### config.mk
export PLATFORM = sky130hd
export DESIGN_NAME = sal_axi_traffic_gen
export DESIGN_NICKNAME = d
export VERILOG_FILES = /design/src/rtl/sal_tg_pkg.sv /design/src/rtl/sal_tg_addr_gen.sv /design/src/rtl/sal_axi_traffic_gen.sv
export SDC_FILE = /design/constraint.sdc
export NUM_CORES = 1
export LEC_CHECK = 0
export BUFFER_PORTS_ARGS = -buffer_cell sky130_fd_sc_hd__buf_2
export CAP_MARGIN = 30
export CORE_MARGIN = 2
export CORE_UTILIZATION = 57
export CTS_CLUSTER_SIZE = 40
export DETAILED_ROUTE_END_ITERATION = 6
export GPL_TIMING_DRIVEN = 0
export PLACE_DENSITY = 0.88
export SKIP_LAST_GASP = 1
export SYNTH_ARGS = -nofsm -noshare
export SYNTH_HDL_FRONTEND = slang
export SYNTH_SLANG_ARGS = --single-unit
### constraint.sdc
create_clock -name clk -period 6.6 [get_ports clk]
set_input_delay 1.32 -clock clk [delete_from_list [all_inputs] [get_ports clk]]
set_output_delay 1.32 -clock clk [all_outputs]
set_load 0.1 [all_outputs]
### src/rtl/sal_tg_pkg.sv
// rtl/sal_tg_pkg.sv - shared types, constants and data pattern for the AXI traffic generator
package sal_tg_pkg;

    typedef enum logic [1:0] {
        ST_IDLE,
        ST_WRITE,
        ST_READ,
        ST_DONE
    } tg_state_e;

    localparam logic [1:0] RESP_OKAY = 2'b00;

    // One 32-bit lane of the data pattern; the beat address itself, replicated by the caller.
    function automatic logic [31:0] pattern_lane(input logic [31:0] beat_addr);
        return beat_addr;
    endfunction

endpackage

### src/rtl/sal_tg_addr_gen.sv
// rtl/sal_tg_addr_gen.sv - address-channel burst issuer with outstanding-burst throttle
module sal_tg_addr_gen #(
    parameter int ADDR_WIDTH      = 32,
    parameter int CNT_WIDTH       = 16,
    parameter int MAX_OUTSTANDING = 4
) (
    input  logic                  clk,
    input  logic                  rst,
    input  logic                  load,
    input  logic [ADDR_WIDTH-1:0] base,
    input  logic [ADDR_WIDTH-1:0] stride,
    input  logic [CNT_WIDTH-1:0]  num_txn,
    input  logic                  enable,
    input  logic                  ready,
    input  logic                  retire,
    output logic                  valid,
    output logic [ADDR_WIDTH-1:0] addr,
    output logic                  done
);

    logic [CNT_WIDTH-1:0] sent_q;
    logic [3:0]           outst_q;
    logic                 hs;
    logic                 retire_ok;

    // Valid is a pure function of registered state, so it cannot drop before its handshake.
    assign valid     = enable && (sent_q < num_txn) && (outst_q < 4'(MAX_OUTSTANDING));
    assign hs        = valid && ready;
    assign retire_ok = retire && (outst_q != 4'd0);
    assign done      = (sent_q == num_txn) && (outst_q == 4'd0);

    always_ff @(posedge clk) begin
        if (rst) begin
            addr    <= '0;
            sent_q  <= '0;
            outst_q <= '0;
        end else if (load) begin
            addr    <= base;
            sent_q  <= '0;
            outst_q <= '0;
        end else begin
            if (hs) begin
                addr   <= addr + stride;
                sent_q <= sent_q + 1'b1;
            end
            if (hs && !retire_ok) begin
                outst_q <= outst_q + 4'd1;
            end else if (!hs && retire_ok) begin
                outst_q <= outst_q - 4'd1;
            end
        end
    end

endmodule

### src/rtl/sal_axi_traffic_gen.sv
// rtl/sal_axi_traffic_gen.sv - AXI master write-then-read traffic generator with read-data checker
module sal_axi_traffic_gen
    import sal_tg_pkg::*;
#(
    parameter int ADDR_WIDTH      = 32,
    parameter int DATA_WIDTH      = 128,
    parameter int ID_WIDTH        = 4,
    parameter int LEN_WIDTH       = 4,
    parameter int MAX_OUTSTANDING = 4,
    parameter int CNT_WIDTH       = 16
) (
    input  logic                    clk,
    input  logic                    rst,
    input  logic                    start,
    input  logic                    mode,
    input  logic [ADDR_WIDTH-1:0]   base_addr,
    input  logic [ADDR_WIDTH-1:0]   stride,
    input  logic [CNT_WIDTH-1:0]    num_txn,
    input  logic [LEN_WIDTH-1:0]    burst_len,
    output logic                    busy,
    output logic                    done,
    output logic [CNT_WIDTH-1:0]    err_cnt,
    output logic                    aw_valid,
    input  logic                    aw_ready,
    output logic [ADDR_WIDTH-1:0]   aw_addr,
    output logic [ID_WIDTH-1:0]     aw_id,
    output logic [LEN_WIDTH-1:0]    aw_len,
    output logic                    w_valid,
    input  logic                    w_ready,
    output logic [DATA_WIDTH-1:0]   w_data,
    output logic [DATA_WIDTH/8-1:0] w_strb,
    output logic                    w_last,
    input  logic                    b_valid,
    output logic                    b_ready,
    input  logic [ID_WIDTH-1:0]     b_id,
    input  logic [1:0]              b_resp,
    output logic                    ar_valid,
    input  logic                    ar_ready,
    output logic [ADDR_WIDTH-1:0]   ar_addr,
    output logic [ID_WIDTH-1:0]     ar_id,
    output logic [LEN_WIDTH-1:0]    ar_len,
    input  logic                    r_valid,
    output logic                    r_ready,
    input  logic [DATA_WIDTH-1:0]   r_data,
    input  logic [ID_WIDTH-1:0]     r_id,
    input  logic [1:0]              r_resp,
    input  logic                    r_last
);

    localparam int LANES = DATA_WIDTH / 32;
    localparam logic [ADDR_WIDTH-1:0] BEAT_BYTES = ADDR_WIDTH'(DATA_WIDTH / 8);

    tg_state_e             state_q, state_d;
    logic                  mode_q;
    logic [ADDR_WIDTH-1:0] stride_q;
    logic [CNT_WIDTH-1:0]  num_q;
    logic [LEN_WIDTH-1:0]  len_q;
    logic [CNT_WIDTH-1:0]  err_cnt_q;
    logic                  start_ok, aw_done, ar_done;
    logic                  aw_hs, w_hs, b_hs, r_hs, r_err, b_err, err_inc;
    logic [LEN_WIDTH-1:0]  w_beat_q, r_beat_q;
    logic [ADDR_WIDTH-1:0] w_burst_q, r_burst_q, w_beat_addr, r_beat_addr;
    logic [4:0]            w_credit_q;
    logic [DATA_WIDTH-1:0] r_exp;

    assign busy     = (state_q == ST_WRITE) || (state_q == ST_READ);
    assign done     = (state_q == ST_DONE);
    assign start_ok = start && !busy;
    assign b_ready  = (state_q == ST_WRITE);
    assign r_ready  = (state_q == ST_READ);
    assign err_cnt  = err_cnt_q;
    assign aw_id    = '0;
    assign ar_id    = '0;
    assign aw_len   = len_q;
    assign ar_len   = len_q;

    sal_tg_addr_gen #(
        .ADDR_WIDTH(ADDR_WIDTH), .CNT_WIDTH(CNT_WIDTH), .MAX_OUTSTANDING(MAX_OUTSTANDING)
    ) u_aw_gen (
        .clk(clk), .rst(rst), .load(start_ok), .base(base_addr), .stride(stride_q),
        .num_txn(num_q), .enable(state_q == ST_WRITE), .ready(aw_ready), .retire(b_hs),
        .valid(aw_valid), .addr(aw_addr), .done(aw_done)
    );

    sal_tg_addr_gen #(
        .ADDR_WIDTH(ADDR_WIDTH), .CNT_WIDTH(CNT_WIDTH), .MAX_OUTSTANDING(MAX_OUTSTANDING)
    ) u_ar_gen (
        .clk(clk), .rst(rst), .load(start_ok), .base(base_addr), .stride(stride_q),
        .num_txn(num_q), .enable(state_q == ST_READ), .ready(ar_ready), .retire(r_hs && r_last),
        .valid(ar_valid), .addr(ar_addr), .done(ar_done)
    );

    assign aw_hs = aw_valid && aw_ready;
    assign w_hs  = w_valid && w_ready;
    assign b_hs  = b_valid && b_ready;
    assign r_hs  = r_valid && r_ready;

    // w_credit counts accepted AWs whose W burst is unfinished; it goes to -1 when a W burst
    // completes ahead of its AW, which holds off the next burst until that AW is accepted.
    assign w_valid = (state_q == ST_WRITE) &&
                     ((!w_credit_q[4] && w_credit_q != 5'd0) || (w_credit_q == 5'd0 && aw_valid));
    assign w_last      = (w_beat_q == len_q);
    assign w_strb      = '1;
    assign w_beat_addr = w_burst_q + ADDR_WIDTH'(w_beat_q) * BEAT_BYTES;
    assign w_data      = {LANES{pattern_lane(32'(w_beat_addr))}};

    assign r_beat_addr = r_burst_q + ADDR_WIDTH'(r_beat_q) * BEAT_BYTES;
    assign r_exp       = {LANES{pattern_lane(32'(r_beat_addr))}};
    assign r_err = (r_resp != RESP_OKAY) || (r_id != '0) || (mode_q && (r_data != r_exp)) ||
                   (r_last != (r_beat_q == len_q));
    assign b_err   = (b_resp != RESP_OKAY) || (b_id != '0);
    assign err_inc = (b_hs && b_err) || (r_hs && r_err);

    always_comb begin
        state_d = state_q;
        case (state_q)
            ST_IDLE, ST_DONE: begin
                if (start) begin
                    if (num_txn == '0) state_d = ST_DONE;
                    else               state_d = mode ? ST_WRITE : ST_READ;
                end
            end
            ST_WRITE: if (aw_done) state_d = ST_READ;
            ST_READ:  if (ar_done) state_d = ST_DONE;
            default:  state_d = ST_IDLE;
        endcase
    end

    always_ff @(posedge clk) begin
        if (rst) state_q <= ST_IDLE;
        else     state_q <= state_d;
    end

    always_ff @(posedge clk) begin
        if (rst) begin
            mode_q    <= 1'b0;
            stride_q  <= '0;
            num_q     <= '0;
            len_q     <= '0;
            err_cnt_q <= '0;
        end else if (start_ok) begin
            mode_q    <= mode;
            stride_q  <= stride;
            num_q     <= num_txn;
            len_q     <= burst_len;
            err_cnt_q <= '0;
        end else if (err_inc && err_cnt_q != '1) begin
            err_cnt_q <= err_cnt_q + 1'b1;
        end
    end

    always_ff @(posedge clk) begin
        if (rst) begin
            w_beat_q   <= '0;
            w_burst_q  <= '0;
            w_credit_q <= '0;
            r_beat_q   <= '0;
            r_burst_q  <= '0;
        end else if (start_ok) begin
            w_beat_q   <= '0;
            w_burst_q  <= base_addr;
            w_credit_q <= '0;
            r_beat_q   <= '0;
            r_burst_q  <= base_addr;
        end else begin
            if (aw_hs && !(w_hs && w_last)) w_credit_q <= w_credit_q + 5'd1;
            else if (!aw_hs && w_hs && w_last) w_credit_q <= w_credit_q - 5'd1;
            if (w_hs) begin
                if (w_last) begin
                    w_beat_q  <= '0;
                    w_burst_q <= w_burst_q + stride_q;
                end else begin
                    w_beat_q <= w_beat_q + 1'b1;
                end
            end
            // The beat counter resyncs on r_last even when the slave ends a burst early or late.
            if (r_hs) begin
                if (r_last) begin
                    r_beat_q  <= '0;
                    r_burst_q <= r_burst_q + stride_q;
                end else begin
                    r_beat_q <= r_beat_q + 1'b1;
                end
            end
        end
    end

endmodule

# Yosys cells after proc, flatten, opt, wreduce, memory -nomap -nowiden
# Cells that the tools add are included.
word_totals:
  reg_bits: 252
  output_inout_bits: 248
  elab_cells: 145
classes:
  addsub: 17
  magnitude_cmp: 4
  eq_ne: 13
  mux: 24
  reduce_logical: 70
op_table:
  columns: ["op", "n"]
  rows:
  - ["$mux W32", 10]
  - ["$add A32 B32 Y32", 4]
  - ["$ne A128 B128 Y1", 1]
  - ["$add A32 B8 Y32", 2]
  - ["$add A16 B1 Y16 const B", 3]
  - ["$eq A16 B16 Y1", 2]
  - ["$lt A16 B16 Y1", 2]
  - ["$logic_and A1 B1 Y1", 30]
  - ["$mux W4", 6]
  - ["$reduce_bool A2 Y1", 11]
  - ["$add A4 B1 Y4 const B", 4]
  - ["$logic_not A16 Y1", 1]
  - ["$ne A16 B16 Y1 const B", 1]
  - ["$reduce_bool A4 Y1", 4]
  - ["$mux W2", 5]
  - ["$mux W5", 2]
  - ["$eq A4 B4 Y1", 2]
  - ["$logic_not A4 Y1", 2]
  - ["$lt A4 B3 Y1 const B", 2]
  - ["$sub A4 B1 Y4 const B", 2]
  - ["$logic_not A1 Y1", 7]
  - ["$logic_or A1 B1 Y1", 7]
  - ["$pmux W2 S3", 1]
  - ["$add A5 B1 Y5 const B", 1]
  - ["other kinds (12)", 16]

# Longest topological paths before layout
# Gate-level depths: netlist (run 1).
depth:
  word_depth: 11
  mapped_depth: 20
  mapped_depth_nobuf: 18

# Cells and area by module
# Synthesis (run 1) repeated with hierarchy kept, for this count alone.
hier_totals:
  cells_unflattened: 2888
  hier_area_um2: 22016.1
modules_own_cells:
  columns: ["module", "instances", "cells_per_inst", "area_per_inst_um2", "seq_area_each_um2"]
  rows:
  - ["sal_axi_traffic_gen", 1, 1711, 13015.0, 2962.8]
  - ["sal_tg_addr_gen at u_ar_gen", 1, 600, 4586.9, 1041.0]
  - ["sal_tg_addr_gen at u_aw_gen", 1, 577, 4414.2, 1041.0]

# Least setup slack after synthesis (run 1)
# Ideal clock, no wire load.
synth_path:
  kind: "register to register"
  startpoint: "reg len_q[0] (netlist: ar_len[0])"
  endpoint: "reg w_credit_q[4]"
  setup_ps: 128
  arrival_ps: 6109
  setup_slack_ps: 364
  stages_incl_launch_ff: 11
  synth_period_minus_slack_ps: 6236
  cell_sequence: "dfxtp_1 > xor2_1 > nor4_1 > o2111ai_1 > nand2_1 > ha_1 > a21o_1 > a21oi_1 > mux2i_1 > xnor2_1 > nor2_1"
synth_via:
  elab_chain_len: 5
  elab_cells_between_ends: 7
  cone_classes: "eq/ne (1); mux (1); reduce/logical (5)"
synth_rtl:
  columns: ["element", "line_no", "source"]
  rows:
  - ["from (decl)", "sal_axi_traffic_gen.sv:57", "logic [LEN_WIDTH-1:0] len_q;"]
  - ["from (signal assigned)", "sal_axi_traffic_gen.sv:145", "len_q <= burst_len;"]
  - ["$eq A4 B4 Y1 *", "sal_axi_traffic_gen.sv:102", "assign w_last = (w_beat_q == len_q);"]
  - ["named net w_last", "sal_axi_traffic_gen.sv:32", "output logic w_last,"]
  - ["$logic_and A1 B1 Y1", "sal_axi_traffic_gen.sv:166", "if (aw_hs && !(w_hs && w_last)) w_credit_q <= w_credit_q + 5'd1;"]
  - ["$logic_not A1 Y1", "sal_axi_traffic_gen.sv:166", null]
  - ["$logic_and A1 B1 Y1", "sal_axi_traffic_gen.sv:166", null]
  - ["$mux W5 or $reduce_bool A2 Y1 (tied branches)", null, null]
  - ["to (signal assigned)", "sal_axi_traffic_gen.sv:166", null]
  - ["to (signal assigned)", "sal_axi_traffic_gen.sv:167", "else if (!aw_hs && w_hs && w_last) w_credit_q <= w_credit_q - 5'd1;"]
  - ["to (decl)", "sal_axi_traffic_gen.sv:63", "logic [4:0] w_credit_q;"]
# Mark *: on every way through the listed nets, which the timed path passes. The rest lies on a longest branch.
# A chain may end at the register's enable or synchronous reset.

# Final worst setup path (run 1)
layout_path:
  startpoint: "reg w_burst_q[5]"
  endpoint: "out w_data[127]"
layout_via:
  elab_chain_len: 1
layout_rtl:
  columns: ["element", "line_no", "source"]
  rows:
  - ["from (decl)", "sal_axi_traffic_gen.sv:62", "logic [ADDR_WIDTH-1:0] w_burst_q, r_burst_q, w_beat_addr, r_beat_addr;"]
  - ["from (signal assigned)", "sal_axi_traffic_gen.sv:161", "w_burst_q <= base_addr;"]
  - ["from (signal assigned)", "sal_axi_traffic_gen.sv:171", "w_burst_q <= w_burst_q + stride_q;"]
  - ["$add A32 B8 Y32", "sal_axi_traffic_gen.sv:104", "assign w_beat_addr = w_burst_q + ADDR_WIDTH'(w_beat_q) * BEAT_BYTES;"]
  - ["to (decl)", "sal_axi_traffic_gen.sv:30", "output logic [DATA_WIDTH-1:0] w_data,"]
# No other way between the ends.

==> results of run 1 <==
-- worst max-delay path: cells and delay by family, from the launching register on --
kind | cells | cell delay (ps)
simple gates | 4 | 1900
buf+inv | 3 | 730
compound gates | 3 | 630
xor+xnor | 1 | 460
flops | 1 | 390
fa+ha+maj | 1 | 310
-- synth_stat cells, types with 11 or more instances --
| cell type | n | area share |
|---|---|---|
| nand2_1 | 317 | 0.058 |
| a21oi_1 | 294 | 0.072 |
| dfxtp_1 | 252 | 0.25 |
| ha_1 | 181 | 0.11 |
| nor2_1 | 172 | 0.032 |
| o21ai_0 | 156 | 0.038 |
| buf_4 | 131 | 0.048 |
| xnor2_1 | 109 | 0.047 |
| inv_1 | 92 | 0.017 |
| xor2_1 | 84 | 0.036 |
| clkbuf_1 | 71 | 0.013 |
| nand3_1 | 69 | 0.017 |
| a21o_1 | 63 | 0.023 |
| nand4_1 | 56 | 0.017 |
| o21bai_1 | 47 | 0.017 |
| or3_1 | 46 | 0.014 |
| nor3_1 | 42 | 0.010 |
| mux2i_1 | 38 | 0.019 |
| a31oi_1 | 33 | 0.010 |
| nor2b_1 | 31 | 0.0095 |
| a211oi_1 | 27 | 0.0099 |
| o21a_1 | 27 | 0.0099 |
| and3_1 | 24 | 0.0073 |
| nand2b_1 | 21 | 0.0064 |
| o211ai_1 | 21 | 0.0077 |
| nor4_1 | 20 | 0.0061 |
| o2111ai_1 | 18 | 0.0077 |
| or4_1 | 18 | 0.0066 |
| and4_1 | 17 | 0.0073 |
| buf_1 | 12 | 0.0022 |
| or2_2 | 11 | 0.0034 |
-- registers in the layout, summed over array words and instances (netlist names), 5 cells and up --
register and count:
u_aw_gen.addr 32, r_burst_q 32, num_q 16, err_cnt 16, u_aw_gen.sent_q 16, u_ar_gen.addr 32
stride_q 32, w_burst_q 32, u_ar_gen.sent_q 16, w_credit_q 5
-- stage by stage --
stage	cells	worst slack [ps]	hold WS (ps)
2_1_floorplan	2674	364	436
4_1_cts	3646	520	455
3_5_place_dp	3593	1160	447
6_report	3650	243	455
3_3_place_gp	3592	1300	442
5_1_grt	3648	132	477
-- final cells by class --
| cell class | instances | area (um^2) |
|---|---|---|
| repair buffers | 460 | 2330 |
| flip-flops and latches | 252 | 5040 |
| well taps | 461 | 577 |
| clock buffers | 40 | 828 |
| plain buffers | 222 | 1350 |
| fillers | 3024 | 11100 |
| clock inverters | 13 | 128 |
| diodes | 2 | 5.00 |
| multi-input cells | 2108 | 13800 |
| inverters | 92 | 345 |
-- power groups by stage --
stage | Clock, mW | Combinational, mW | Sequential, mW
after floorplan | 0 | 5.10 | 3.34
after global placement | 0 | 7.38 | 2.48
after detailed placement | 0 | 7.53 | 2.49
after CTS | 1.63 | 7.57 | 2.46
after global routing | 1.69 | 8.04 | 2.51
final | 1.63 | 7.68 | 2.51
-- cell usage in the layout, fill, tap and decap left out, types with 77 or more instances in the layout --
master and count:
a21oi_1 294, buf_2 463, buf_4 131, clkbuf_1 77, dfxtp_1 252, ha_1 181
inv_1 92, nand2_1 317, nor2_1 172, o21ai_0 156, xnor2_1 109, xor2_1 84
-- kinds of logic (layout without fill, tap and decap cells) --
family,Yosys count,after routing,share of synthesized area
buf+inv,314,827,0.0827
fa+ha+maj,190,190,0.120
xor+xnor,195,195,0.0849
flops,252,252,0.247
mux,41,41,0.0208
other cells,2,26,0.000367
compound gates,785,785,0.239
simple gates,873,873,0.206
-- worst min-delay path by stage --
stage | startpoint | endpoint | slack, ps | cells past startpoint
2_1_floorplan | num_q[10] | num_q[10] | 440 | 2
3_3_place_gp | num_q[10] | num_q[10] | 440 | 2
3_5_place_dp | num_q[10] | num_q[10] | 450 | 2
4_1_cts | num_q[10] | num_q[10] | 450 | 2
5_1_grt | num_q[3] | num_q[3] | 480 | 2
6_report | num_q[10] | num_q[10] | 450 | 2
-- routing by layer --
layer  GRT usage  vias to the layer above  part of all wire
met5           0                        -           0.00016
met4       0.262                        2             0.075
met3      0.0961                      355              0.12
met2       0.628                     1505              0.43
met1       0.484                    10700              0.37
li1            -                    10500                 -
==> flow_summary_export.csv, run 1 <==
group,metric,value,unit
floorplanning,die_w,193,um
sta,rsz0062_at_grt,"false",
pwr,p_int,4.74,mW
route,initialDrtViolationCount,2133,
sta,max_freq,157,MHz
sta,fin_crit,6360,ps
sta,clock-skew-final,52.3,ps
place,placed_area,0.0234,mm^2
layout,post_route_cells_drive_above_1_share,0.214,
pwr,power_density,484,mW/mm^2
clock_tree,cts.sinks,252,
sta,setup_viol,0,
route,drcViolationCount,14,
sta,worstMarginPinSlew,1090,ps
critical_path,max_stage_delay,750,ps
clock_tree,cts_resized,0,
pwr,power_frac_seq,0.212,
clock_tree,clockBufferDepth,3,
synth,synth_ff_type,"dfxtp_1",
place,place_hpwl,62.9,mm
global_route,grt_max_degree,18,
synth,ys_ff_latch,252,
pwr,peakVddDrop,586,uV
layout,fin_nets,3590,
floorplanning,fp.coreArea,0.0355,mm^2
clock_tree,cts_hold_buf,0,
clock_tree,cts_buffers,30,
floorplanning,die_area,0.0374,mm^2
global_route,grt_pass1_vias,21400,
critical_path,startpoint_type,"register",
critical_path,crit_required,5280,ps
sta,fin_crit_sh,0.963,
route,wl_per_cell,21.7,um
route,vias,23100,
pwr,power.switching,7.09,mW
pwr,clock_power_share,0.138,
sta,slew_headroom,0.265,
global_route,overflow,0,
clock_tree,htreeDepth,1,
synth,synth-edff-count,0,
pwr,swShare,0.599,
critical_path,crit_type,"reg2out",
floorplanning,io_pins,482,
critical_path,crit_path_end,"w_data[127]",
critical_path,crit_top_cell,"nor3_1",
clock_tree,cts_tree,"done",
critical_path,critPathLaunch,"w_burst_q[5]",
synth,synthCells,2652,
clock_tree,cts_setup_buffers,0,
run_status,violations,"DRC",
critical_path,endpoint_kind,"output port",
route,ant_nets,0,
route,viasPerCell,6.32,
pwr,comb_power_share,0.650,
synth,yosys_warnings,0,
sta,finalSetupTns,0,ps
floorplanning,rows,69,
floorplanning,start_util,0.577,
sta,drv_slew,0,
min_path,hold_path_class,"reg2reg",
place,gp_congestion,0.986,
clock_tree,cts_root_buf,"clkbuf_16",
global_route,track_usage,0.398,
layout,utilization,0.688,
global_route,grt_first_pass_wirelength,118,mm
floorplanning,die_h,193,um
clock_tree,clkTransAtPathRegs,60,ps
layout,area_delta_synth_final,19.3,%
critical_path,critical_path.cell_chain,"ha_1 > a21o_1 > a21oi_1 > o21bai_1 > nor2b_1 > inv_1 > nor3_1 > nand2_1 > nor3_1 > xor2_1 > buf_4 > buf_2",
synth,synth_cell_types,81,
critical_path,rr_worst_depth,18,
synth,postSynth.asyncResetShare,0,
critical_path,reg2reg_to,"u_aw_gen.outst_q[3]",
layout,final_area,0.0244,mm^2
global_route,grt_antenna_before_repair,2,
pwr,power.leakage,11.3,nW
synth,avgSynthCellArea,7.71,um^2
clock_tree,clk_latency,610,ps
run,cap_viol_max_count,0,
route,routed_wl,79.3,mm
place,port-buffer-count,457,
critical_path,cp.arrival,5040,ps
critical_path,worst-path-max-fanout,4,
pwr,finalPower,11.8,mW
synth,synth_area,0.0205,mm^2
run_status,status,"finished, violations left",
critical_path,rrSetupSlack,860,ps
sta,finalHoldViolations,0,
critical_path,cpMaxStageDelayCell,"nor3_1",
synth,ys_seq_area_frac,0.247,
route,drtPass1Iterations,7,
critical_path,r2r_start,"state_q[1]",
No activity file was read; power rests on OpenSTA's default activity.
==> run 2: changes to the inputs <==
--- a/config.mk
+++ b/config.mk
@@ -8,11 +8,11 @@
 export BUFFER_PORTS_ARGS = -buffer_cell sky130_fd_sc_hd__buf_2
 export CAP_MARGIN = 30
 export CORE_MARGIN = 2
-export CORE_UTILIZATION = 57
+export CORE_UTILIZATION = 45
 export CTS_CLUSTER_SIZE = 40
 export DETAILED_ROUTE_END_ITERATION = 6
 export GPL_TIMING_DRIVEN = 0
-export PLACE_DENSITY = 0.88
+export PLACE_DENSITY = 0.73
 export SKIP_LAST_GASP = 1
 export SYNTH_ARGS = -nofsm -noshare
 export SYNTH_HDL_FRONTEND = slang
==> flow_summary_export.csv, run 2 (synthesis results as in run 1) <==
group,metric,value,unit
run_status,status,"completed",
layout,final_cell_mix,"465 x buf_2, 317 x nand2_1, 294 x a21oi_1, 252 x dfxtp_1, 181 x ha_1",
floorplanning,die_area,0.0472,mm^2
clock_tree,cts_resized,0,
floorplanning,io_pins,482,
min_path,hold_path_depth,2,
sta,setup_viol,0,
pwr,power_density,483,mW/mm^2
floorplanning,start_util,0.454,
layout,fin_nets,3591,
place,port-buffer-count,457,
global_route,grt_first_pass_wirelength,121,mm
pwr,power.leakage,11.3,nW
route,ant_nets,0,
critical_path,cpMaxStageDelayCell,"nor3_1",
critical_path,worst-path-max-fanout,6,
place,place_hpwl,65.5,mm
clock_tree,clockBufferDepth,3,
place,gp_congestion,0.988,
critical_path,crit_cells,12,
critical_path,startpoint_type,"register",
min_path,hold_path_class,"reg2reg",
clock_tree,clkTransAtPathRegs,60,ps
route,vias,22400,
sta,finalHoldViolations,0,
critical_path,max_stage_delay,760,ps
layout,mostFrequentLayoutCell,"buf_2",
floorplanning,die_w,217,um
critical_path,crit_buf_inv,3,
critical_path,crit_type,"reg2out",
clock_tree,cts_buffers,29,
global_route,grt_max_degree,16,
clock_tree,clk_latency,610,ps
sta,clock-skew-final,35.1,ps
floorplanning,rows,78,
sta,fin_crit,6290,ps
sta,drv_slew,0,
critical_path,crit_required,5280,ps
clock_tree,cts_tree,"done",
sta,max_freq,159,MHz
route,viasPerCell,5.91,
global_route,grt_pass1_vias,20700,
route,drcViolationCount,0,
clock_tree,cts_setup_buffers,0,
sta,finalSetupTns,0,ps
floorplanning,die_h,217,um
layout,post_route_cells_drive_above_1_share,0.215,
run,cap_viol_max_count,0,
global_route,overflow,0,
sta,fin_crit_sh,0.953,
sta,worstMarginPinSlew,1100,ps
sta,rsz0062_at_grt,"false",
pwr,peakVddDrop,673,uV
layout,area_delta_synth_final,20.4,%
critical_path,rr_worst_depth,17,
clock_tree,htreeDepth,1,
critical_path,crit_top_cell,"nor3_1",
critical_path,critical_path.cell_chain,"ha_1 > a21o_1 > a21oi_1 > o21bai_1 > nor2b_1 > inv_1 > nor3_1 > nand2_1 > nor3_1 > xor2_1 > buf_4 > buf_2",
critical_path,cp_top_family,"simple AND/OR/NAND/NOR gates",
route,wl_per_cell,21.8,um
critical_path,cp.arrival,4970,ps
critical_path,endpoint_kind,"output port",
clock_tree,cts.sinks,252,
route,drtPass1Iterations,6,
floorplanning,fp.coreArea,0.0451,mm^2
sta,holdWs,460,ps
global_route,grt_antenna_before_repair,3,
clock_tree,cts_hold_buf,0,
layout,n_antenna_cell,0,
global_route,track_usage,0.333,
route,initialDrtViolationCount,2166,
clock_tree,cts_root_buf,"clkbuf_16",
sta,slew_headroom,0.264,
route,routed_wl,82.4,mm
==> run 2: cell types whose count changed in the layout (fill, tap and decap cells not counted), moves of 2 or more <==
cell and change:
clkbuf_8 +5, clkinv_2 -4, buf_8 -2, buf_2 +2, clkbuf_1 -4, diode_2 -2
==> run 2: worst min-delay path, delay by kind of cell (launching register included) <==
family             cells  cell delay (ps)
and+or+nand+nor        1               50
AOI/OAI and AO/OA      1               50
DFF                    1              310
==> run 2: worst paths after layout <==
check	startpoint	to	slack, ps
worst min-delay path	num_q[3]	num_q[3]	460
worst max-delay path	w_beat_q[1]	w_data[63]	310
worst max register to register	state_q[0]	u_aw_gen.outst_q[3]	880
worst min register to register	num_q[3]	num_q[3]	460
==> run 2: where the power goes <==
group / switching (mW) / internal (mW)
clock network: 0.727 / 0.985
registers: 0.601 / 1.90
logic: 5.77 / 1.93
==> run 2: through the flow <==
stage                util  area (um^2)  power [mW]  worst slack [ps]  instances
detailed placement  0.524        23600        10.1              1030       3735
floorplan               -        20500        8.44               364       2674
global placement    0.523        23600        9.96              1080       3731
finish              0.546        24600        11.9               313       3787
global route        0.546        24600        12.4              51.9       3787
CTS                 0.546        24600        11.8               381       3786
==> run 2: layout make-up <==
| cell class | count | area [um^2] |
|---|---|---|
| fill | 4443 | 20500 |
| multi-input combinational | 2108 | 13800 |
| sequential | 252 | 5040 |
| timing repair buffer | 462 | 2350 |
| buffer | 222 | 1350 |
| clock buffer | 40 | 857 |
| tap | 600 | 751 |
| inverter | 92 | 345 |
| clock inverter | 11 | 135 |
==> run 2: layer usage <==
layer	vias to the layer above	part of all wire	GRT usage
li1	10500	-	-
met1	10600	0.40	0.423
met2	1070	0.45	0.542
met3	228	0.089	0.0591
met4	4	0.057	0.169
met5	-	0.00032	0
==> run 3: changes to the inputs <==
--- a/config.mk
+++ b/config.mk
@@ -5,14 +5,16 @@
 export SDC_FILE = /design/constraint.sdc
 export NUM_CORES = 1
 export LEC_CHECK = 0
+export ABC_AREA = 1
 export BUFFER_PORTS_ARGS = -buffer_cell sky130_fd_sc_hd__buf_2
 export CAP_MARGIN = 30
 export CORE_MARGIN = 2
 export CORE_UTILIZATION = 45
+export CTS_BUF_LIST = sky130_fd_sc_hd__clkbuf_8 sky130_fd_sc_hd__clkbuf_16
 export CTS_CLUSTER_SIZE = 40
 export DETAILED_ROUTE_END_ITERATION = 6
 export GPL_TIMING_DRIVEN = 0
-export PLACE_DENSITY = 0.73
+export PLACE_DENSITY = 0.72
 export SKIP_LAST_GASP = 1
 export SYNTH_ARGS = -nofsm -noshare
 export SYNTH_HDL_FRONTEND = slang
==> flow_summary_export.csv, run 3 <==
group,metric,value,unit
run_status,status,"completed",
place,port-buffer-count,456,
route,wl_per_cell,18.7,um
sta,slew_headroom,0.338,
synth,postSynth.asyncResetShare,0,
floorplanning,die_w,226,um
floorplanning,die_area,0.0510,mm^2
layout,mostFrequentLayoutCell,"nand2_1",
critical_path,cp.arrival,4250,ps
critical_path,rrSetupSlack,2500,ps
place,gp_congestion,1.03,
layout,final_cell_mix,"675 x nand2_1, 457 x buf_2, 349 x nor2_1, 337 x o21ai_0, 324 x inv_1",
critical_path,reg2reg_to,"err_cnt[8]",
floorplanning,rows,81,
critical_path,rr_worst_depth,24,
min_path,hold_path_class,"reg2reg",
clock_tree,cts_resized,0,
synth,yosys_warnings,0,
critical_path,crit_type,"reg2out",
synth,synth_cell_types,54,
critical_path,max_stage_delay,430,ps
pwr,peakVddDrop,596,uV
critical_path,cp_top_family,"simple AND/OR/NAND/NOR gates",
global_route,met2_usage,0.543,
floorplanning,start_util,0.455,
pwr,power.leakage,13.0,nW
run,cap_viol_max_count,0,
clock_tree,cts_tree,"done",
route,drcViolationCount,0,
sta,fin_crit,5570,ps
synth,ys_ff_latch,252,
pwr,swShare,0.639,
global_route,grt_busiest_layer,"met2",
sta,fin_crit_sh,0.844,
route,viasPerCell,5.50,
critical_path,r2r_start,"r_beat_q[0]",
clock_tree,clk_latency,590,ps
sta,clock-skew-final,16.4,ps
floorplanning,die_h,226,um
route,initialDrtViolationCount,2401,
global_route,grt_util_met3,0.0533,
place,placed_area,0.0254,mm^2
sta,max_freq,180,MHz
synth,synth_ff_type,"dfxtp_1",
sta,finalSetupTns,0,ps
route,ant_nets,0,
synth,ys_seq_area_frac,0.228,
synth,synth_top_area_share,0.228,
sta,setup_ws,1030,ps
clock_tree,cts_root_buf,"clkbuf_16",
pwr,p_int,5.68,mW
layout,fin_nets,4361,
global_route,use_met1,0.418,
route,drtPass1Iterations,5,
layout,fin_cells,4628,
place,place_hpwl,70.3,mm
min_path,hold_path_depth,1,
sta,rsz0062_at_grt,"false",
clock_tree,htreeDepth,1,
global_route,track_usage,0.326,
floorplanning,fp.coreArea,0.0487,mm^2
layout,post_route_cells_drive_above_1_share,0.177,
sta,finalHoldViolations,0,
global_route,overflow,0,
critical_path,cpMaxStageDelayCell,"dfxtp_1",
min_path,worstHoldEndpoint,"w_credit_q[4]",
route,vias,25500,
synth,synthCells,3426,
synth,avgSynthCellArea,6.47,um^2
global_route,grt_first_pass_wirelength,129,mm
critical_path,crit_top_cell,"nor2_1",
clock_tree,cts.sinks,252,
critical_path,startpoint_type,"register",
place,dp.cells,4569,
clock_tree,clkTransAtPathRegs,60,ps
clock_tree,cts_hold_buf,0,
synth,synth.largest_area_cell,"dfxtp_1",
global_route,grt_pass1_vias,23000,
sta,setup_viol,0,
synth,synth-edff-count,0,
floorplanning,io_pins,482,
pwr,power.switching,10.1,mW
synth,synth.area.top_cells,"dfxtp_1 23%, nand2_1 11%, ha_1 10%, o21ai_0 7.6%, a21oi_1 7.1%",
clock_tree,clockBufferDepth,3,
layout,area_delta_synth_final,19.1,%
pwr,power_frac_seq,0.186,
pwr,clock_power_share,0.108,
layout,final_area,0.0264,mm^2
clock_tree,cts_setup_buffers,0,
pwr,comb_power_share,0.707,
global_route,grt_max_degree,16,
clock_tree,cts_buffers,30,
global_route,grt_antenna_before_repair,4,
min_path,worstHoldStart,"w_credit_q[4]",
critical_path,worst-path-max-fanout,6,
place,post-place-ws,1690,ps
synth,synth_area,0.0222,mm^2
critical_path,crit_buf_inv,3,
sta,worstMarginPinSlew,993,ps
critical_path,crit_required,5280,ps
critical_path,critical_path.cell_chain,"ha_1 > inv_1 > fa_1 > nor2_1 > a211oi_1 > nor2_1 > nand3_1 > nor2_1 > nand3_1 > nand3b_1 > nor2_1 > nand4_1 > xnor2_1 > buf_4 > buf_2",
route,routed_wl,86.5,mm
pwr,power_density,597,mW/mm^2
synth,yosysMostFrequentCell,"nand2_1",
critical_path,endpoint_kind,"output port",
synth,synth_common_cells,"675 x nand2_1, 349 x nor2_1, 337 x o21ai_0",
sta,drv_slew,0,
## run 3: cell types whose count changed after synthesis, moves of 62 or more
| cell | before | now |
|---|---|---|
| nor2_1 | 172 | 349 |
| o21ai_0 | 156 | 337 |
| nand3_1 | 69 | 220 |
| a31oi_1 | 33 | 114 |
| nand3b_1 | 3 | 67 |
| xnor2_1 | 109 | 47 |
| nand2_1 | 317 | 675 |
| inv_1 | 92 | 321 |
## run 3: area by class of cell
cell class                 instances  area (um^2)
fill                            5030        22400
multi-input combinational       2650        14700
sequential                       252         5040
timing repair buffer             457         2300
buffer                           215         1300
inverter                         331         1240
tap                              664          831
clock buffer                      35          820
clock inverter                    21          185
antenna                            3         7.51
## run 3: cell families (layout without fill, tap and decap cells)
kind of cell	count (synthesis)	after routing	share of synthesized area
buffers and inverters	546	1059	0.115
AO/OA/AOI/OAI	850	850	0.210
XOR/XNOR	118	118	0.0466
flip-flops	252	252	0.228
adder cells (fa/ha/maj)	190	190	0.110
other	2	27	0.000339
AND/OR/NAND/NOR	1468	1468	0.290
## run 3: stage by stage
stage	hold WS, ps	utilization	power, mW
CTS	456	0.541	15.6
global placement	436	0.520	13.8
detailed placement	448	0.521	13.9
floorplan	423	-	11.5
finish	458	0.541	15.7
global route	485	0.541	16.6
## run 3: worst register-to-register path, delay by kind of cell (launching register included)
kind | cells | cell delay [ps]
AOI/OAI and AO/OA | 3 | 530
adders and majority gates | 2 | 730
buffers and inverters | 3 | 390
DFF | 1 | 470
and+or+nand+nor | 16 | 1890
## run 3: per-layer routing
metal	share of wire	up-vias	wire length [um]
met1	0.41	11500	35600
met2	0.45	1169	39000
met4	0.043	2	3760
met5	0.00014	-	12
met3	0.095	205	8190
li1	-	12600	-
## run 3: worst max path at each step
stage,from,endpoint,cells after the start
detailed placement,w_beat_q[0],w_data[126],15
finish,w_beat_q[0],w_data[126],15
floorplan,w_beat_q[0],w_data[126],14
global route,w_beat_q[0],w_data[126],15
CTS,w_beat_q[0],w_data[126],15
global placement,w_beat_q[0],w_data[126],15
## run 3: power groups by stage
stage	sequential [mW]	combinational [mW]	clock [mW]
finish	2.92	11.1	1.70
floorplan	3.88	7.59	0
global route	2.94	11.9	1.76
detailed placement	2.90	11.0	0
CTS	2.87	11.0	1.70
global placement	2.89	10.9	0
